<file path="config.mk">
export PLATFORM = sky130hd
export DESIGN_NAME = avg_seq_ctrl
export DESIGN_NICKNAME = d
export VERILOG_FILES = /design/src/rtl/avg_seq_ctrl.sv
export SDC_FILE = /design/constraint.sdc
export NUM_CORES = 1
export LEC_CHECK = 0
export BUFFER_PORTS_ARGS = -buffer_cell sky130_fd_sc_hd__buf_2
export CAP_MARGIN = 20
export CORE_MARGIN = 3
export CORE_UTILIZATION = 30
export DETAILED_ROUTE_END_ITERATION = 12
export SYNTH_ARGS = -nofsm -noshare
export SYNTH_HDL_FRONTEND = slang
export SYNTH_SLANG_ARGS = --single-unit
</file>
<file path="constraint.sdc">
create_clock -name clk -period 6.5 [get_ports clk]
set_clock_uncertainty 0.05 [all_clocks]
set_input_delay 0.65 -clock clk [delete_from_list [all_inputs] [get_ports clk]]
set_output_delay 0.65 -clock clk [all_outputs]
set_load 0.05 [all_outputs]
</file>
<file path="src/rtl/avg_seq_ctrl.sv">
// Running-average sequencer: accumulates NSAMP signed samples, then divides the sum by the divisor latched at start.
// Latency: avg_valid rises ACCW+2 cycles after the last sample handshake, or 1 cycle after it when the divisor is zero.
// Backpressure: smp_ready is high only in ACCUM; avg_valid and avg hold until avg_ready accepts the result.
module avg_seq_ctrl #(
    parameter int DATAWIDTH = 16,
    parameter int NSAMP     = 8,
    parameter int ACCW      = 32
) (
    input  logic                 clk,
    input  logic                 rst,
    input  logic                 start,
    input  logic [DATAWIDTH-1:0] num,
    input  logic                 smp_valid,
    output logic                 smp_ready,
    input  logic [DATAWIDTH-1:0] smp_data,
    output logic [DATAWIDTH-1:0] avg,
    output logic                 avg_valid,
    input  logic                 avg_ready,
    output logic                 busy,
    output logic                 dz_err
);
    localparam int CW = $clog2(NSAMP + 1);
    localparam int BW = $clog2(ACCW + 1);

    typedef enum logic [2:0] {IDLE, ACCUM, DIV, FIX, DONE} state_t;

    state_t               state;
    logic [ACCW-1:0]      acc;
    logic [ACCW-1:0]      dvd;
    logic [DATAWIDTH-1:0] divisor;
    logic [DATAWIDTH-1:0] rem;
    logic [CW-1:0]        cnt;
    logic [BW-1:0]        bitcnt;
    logic                 neg;

    logic [ACCW-1:0]      smp_ext;
    logic [ACCW-1:0]      acc_nxt;
    logic [ACCW-1:0]      acc_abs;
    logic [DATAWIDTH-1:0] dabs;
    logic [DATAWIDTH:0]   trial;
    logic [DATAWIDTH:0]   diff;
    logic                 ge;

    // The remainder stays below |divisor| <= 2^(DATAWIDTH-1), so a DATAWIDTH+1 bit trial never overflows
    // and the sign of trial - |divisor| is the restore decision.
    always_comb begin
        smp_ext = ACCW'($signed(smp_data));
        acc_nxt = acc + smp_ext;
        acc_abs = acc_nxt[ACCW-1] ? -acc_nxt : acc_nxt;
        dabs    = divisor[DATAWIDTH-1] ? -divisor : divisor;
        trial   = {rem, dvd[ACCW-1]};
        diff    = trial - {1'b0, dabs};
        ge      = ~diff[DATAWIDTH];
    end

    always_ff @(posedge clk) begin
        if (rst) begin
            state     <= IDLE;
            acc       <= '0;
            dvd       <= '0;
            divisor   <= '0;
            rem       <= '0;
            cnt       <= '0;
            bitcnt    <= '0;
            neg       <= 1'b0;
            avg       <= '0;
            avg_valid <= 1'b0;
            smp_ready <= 1'b0;
            busy      <= 1'b0;
            dz_err    <= 1'b0;
        end else begin
            case (state)
                IDLE: begin
                    if (start) begin
                        divisor   <= num;
                        acc       <= '0;
                        cnt       <= '0;
                        smp_ready <= 1'b1;
                        busy      <= 1'b1;
                        state     <= ACCUM;
                    end
                end
                ACCUM: begin
                    if (smp_valid && smp_ready) begin
                        acc <= acc_nxt;
                        cnt <= cnt + CW'(1);
                        if (cnt == CW'(NSAMP - 1)) begin
                            smp_ready <= 1'b0;
                            if (divisor == '0) begin
                                avg       <= '0;
                                dz_err    <= 1'b1;
                                avg_valid <= 1'b1;
                                state     <= DONE;
                            end else begin
                                // Quotient bits shift in behind the dividend as it drains out the top.
                                dvd    <= acc_abs;
                                rem    <= '0;
                                bitcnt <= '0;
                                neg    <= acc_nxt[ACCW-1] ^ divisor[DATAWIDTH-1];
                                state  <= DIV;
                            end
                        end
                    end
                end
                DIV: begin
                    dvd    <= {dvd[ACCW-2:0], ge};
                    rem    <= ge ? diff[DATAWIDTH-1:0] : trial[DATAWIDTH-1:0];
                    bitcnt <= bitcnt + BW'(1);
                    if (bitcnt == BW'(ACCW - 1)) begin
                        state <= FIX;
                    end
                end
                FIX: begin
                    avg       <= neg ? -dvd[DATAWIDTH-1:0] : dvd[DATAWIDTH-1:0];
                    dz_err    <= 1'b0;
                    avg_valid <= 1'b1;
                    state     <= DONE;
                end
                DONE: begin
                    if (avg_ready) begin
                        avg_valid <= 1'b0;
                        busy      <= 1'b0;
                        state     <= IDLE;
                    end
                end
                default: state <= IDLE;
            endcase
        end
    end
endmodule

</file>
==> results.sh <==
export IMPL_finalMaxSlewViolations=0
export IMPL_slew_limit_headroom_pct=29.1
export IMPL_tightest_slew_ns=1.06
export IMPL_numCtsBuffers=17
export IMPL_pwr_share_clk_pct=48.0
export IMPL_critPathRequiredTime_ns=6.77
export IMPL_cts_sink_count=130
export IMPL_layout_core_utilization_pct=35.4
export IMPL_switchingPower_uw=650
export IMPL_die_width_um=177
export IMPL_cts_root_cell="clkbuf_16"
export IMPL_hp_class="in2reg"
export IMPL_min_period_ns=4.47
export IMPL_comb_power_share_pct=15.5
export IMPL_final_net_count=1206
export IMPL_synth_edff_count=0
export IMPL_synthArstFlopShare_pct=0
export IMPL_p_per_area_nw_per_um2=224
export IMPL_syn_nets=1181
export IMPL_power_leakage_uw=0.00399
export IMPL_synth_seq_area_share_pct=29.7
export IMPL_worstSetupEndpoint="rem[1]"
export IMPL_grt_antenna_before_repair=0
export IMPL_cts_post_setup_buffers_inserted=0
export IMPL_totalWireLength_um=23500
export IMPL_worst_skew_pair_late_latency_ns=0.43
export IMPL_timing_hold_violations_final=0
export IMPL_grt_pass1_vias=7741
export IMPL_dr_pass1_iters=5
export IMPL_yosys_register_bits=130
export IMPL_groute_usage_overall_pct=15.3
export IMPL_final_critical_path_setup_slack_ns=2.03
export IMPL_timing_fmax_mhz=224
export IMPL_hold_path_cell_count=3
export IMPL_wl_per_cell_um=15.6
export IMPL_ir_drop_uv=170
export IMPL_worstSetupEndpointType="register"
export IMPL_globalRoute_totalOverflow=0
export IMPL_fp_dieArea_um2=31300
export IMPL_die_height_um=177
export IMPL_num_rows=61
export IMPL_fillers=2980
export IMPL_timing_worst_setup_path_type="reg2reg"
export IMPL_total_neg_setup_slack_ns=0
export IMPL_critical_path_startpoint="divisor[2]"
export IMPL_syn_area_per_cell_um2=8.03
export IMPL_start_util_pct=31.0
export IMPL_reg2regPathDepth=15
export IMPL_ys_types=77
export IMPL_cts_htree_levels=4
export IMPL_drive_above_1_share_pct=10.9
export IMPL_crit_fanout=17
export IMPL_syn_area_um2=8750
export IMPL_cts_path_max_buffers=2
export IMPL_ys_warn_count=0
export IMPL_hold_ws_ns=0.400
export IMPL_num_antenna_cells=0
export IMPL_layout_worst_path_cycle_share_pct=68.7
export IMPL_synthesis_instances=1090
export IMPL_via_count=8027
export IMPL_vias_per_cell=5.33
export IMPL_grt_start_max_net_pins=64
export IMPL_post_dp_hpwl_um=17000
export IMPL_post_cts_resized=0
export IMPL_critical_path_reg2reg_endpoint="rem[1]"
export IMPL_worstReg2RegStart="divisor[2]"
export IMPL_power_frac_seq_pct=36.5
export IMPL_ys_dominant_reg_cell="dfxtp_1"
export IMPL_boundaryPins=57
export IMPL_maxCapViolCount=0
export IMPL_placeableCoreArea_um2=28200
export IMPL_sequential_cell_area_um2=2600
export IMPL_tritoncts_clock_tree="done"
export IMPL_grt_setup_unrepaired="no"
export IMPL_first_iter_violations=605
export IMPL_multiInputGateArea_um2=5850
export IMPL_first_pass_grt_wire_length_um=39600
export IMPL_globalplace_congestion=0.919
export IMPL_netSwitchingFraction_pct=28.9
export IMPL_internal_power_uw=1600
export IMPL_area_growth_syn_to_layout_pct=14.4
export IMPL_cts_clk_slew_worst_paths_ns=0.07
export IMPL_arrival_ns=4.73
export IMPL_drt_drc_violations_left=0
export IMPL_dp_slack_ns=1.84
export IMPL_reg2reg_slack_ns=2.03
export IMPL_timing_critical_path_from_type="register"
export IMPL_route_antenna_remaining_nets=0
export IMPL_run_status="complete, no violations"
export IMPL_layout_cells_most_common_list="dfxtp_1, nor2_1, nand2_1"
export IMPL_placement_io_buffers=56
export IMPL_mostFrequentLayoutCell="dfxtp_1"
export IMPL_postCtsHoldBufs=0
export IMPL_final_setup_viol_count=0
[cell type report]
class | instances | share of cell area (%)
clock buffer | 17 | 4.25
clock inverter | 15 | 2.24
inverter | 23 | 0.862
multi-input combinational | 879 | 58.5
sequential | 130 | 26.0
tap | 378 | 4.72
timing repair buffer | 64 | 3.46
[cells by family (layout without fill, tap and decap cells)]
| kind of cell | Yosys count | in the layout | synth area share [%] |
|---|---|---|---|
| compound gates | 333 | 333 | 26.4 |
| xor+xnor | 97 | 97 | 9.71 |
| fa+ha+maj | 54 | 54 | 7.89 |
| buf+inv | 81 | 119 | 3.63 |
| flops | 130 | 130 | 29.7 |
| mux | 20 | 20 | 2.29 |
| simple gates | 375 | 375 | 20.3 |
[how the worst min path moves through the flow]
stage,start,to,slack [ns]
after floorplan,rem[3],rem[3],0.40
after global placement,dz_err,dz_err,0.39
after detailed placement,dz_err,dz_err,0.40
after CTS,num[3],divisor[3],0.39
after global routing,num[9],divisor[9],0.40
final,num[8],divisor[8],0.40
[sequential cells by signal, summed over array words and instances (netlist names), 3 cells and up]
register  cells
avg          16
bitcnt        6
state         3
divisor      16
cnt           4
rem          16
dvd          32
acc          32
[cell usage after synthesis, types with 6 or more instances]
library cell / count / area, um^2
nand2_1: 113 / 424
dfxtp_1: 130 / 2600
nand4_1: 9 / 56.3
inv_1: 23 / 86.3
or2_2: 6 / 37.5
clkbuf_1: 51 / 191
or4_1: 8 / 60.1
a21o_1: 18 / 135
or3_1: 14 / 87.6
nor3_1: 25 / 125
mux2i_1: 20 / 200
nor2b_1: 6 / 37.5
nand3_1: 17 / 85.1
o31ai_1: 14 / 105
nor2_1: 119 / 447
nand2b_1: 8 / 50.1
xor2_1: 46 / 403
a31oi_1: 12 / 75.1
nor4_1: 6 / 37.5
o211ai_1: 8 / 60.1
a22oi_1: 64 / 480
a2111oi_0: 10 / 87.6
and3_1: 13 / 81.3
a211oi_1: 13 / 97.6
o22ai_1: 17 / 106
xnor2_1: 51 / 447
and2_1: 13 / 81.3
o21ai_0: 49 / 245
a21oi_1: 72 / 360
o21ai_1: 7 / 35.0
ha_1: 52 / 651
[worst max-delay path, stage by stage, from the launching register on]
cell      delay, ns
dfxtp_1        0.35
nor3_1         0.26
nand3b_1       0.15
or4_1          0.53
o21ai_0        0.23
xor2_1         0.19
ha_1           0.29
and4_1         0.25
nand2_1        0.07
a211oi_1       0.06
o311a_1        0.37
o21ai_0        0.22
mux2i_1        0.23
nand2_1        0.60
mux2i_1        0.28
a22o_1         0.23
[power groups by stage]
stage / logic, uW / clock network [uW] / registers (uW)
floorplan: 258 / 0 / 835
global placement: 341 / 0 / 837
detailed placement: 343 / 0 / 837
CTS: 346 / 1100 / 819
global route: 387 / 1130 / 821
finish: 348 / 1080 / 819
[layer usage]
metal / global-route usage [%] / vias to the layer above / part of all wire, %
met5: 0 / - / 0
met4: 4.06 / 0 / 1.0
met1: 21.9 / 3783 / 51
met3: 2.64 / 17 / 4.1
li1: - / 4067 / -
met2: 23.7 / 160 / 44
[metrics by stage]
stage / total power (uW) / area [um^2] / cells
floorplan: 1090 / 8750 / 1090
global placement: 1180 / 9350 / 1473
detailed placement: 1180 / 9360 / 1474
CTS: 2260 / 10000 / 1506
global route: 2340 / 10000 / 1506
finish: 2250 / 10000 / 1506
Note: power is estimated with default switching activity, not from simulation.
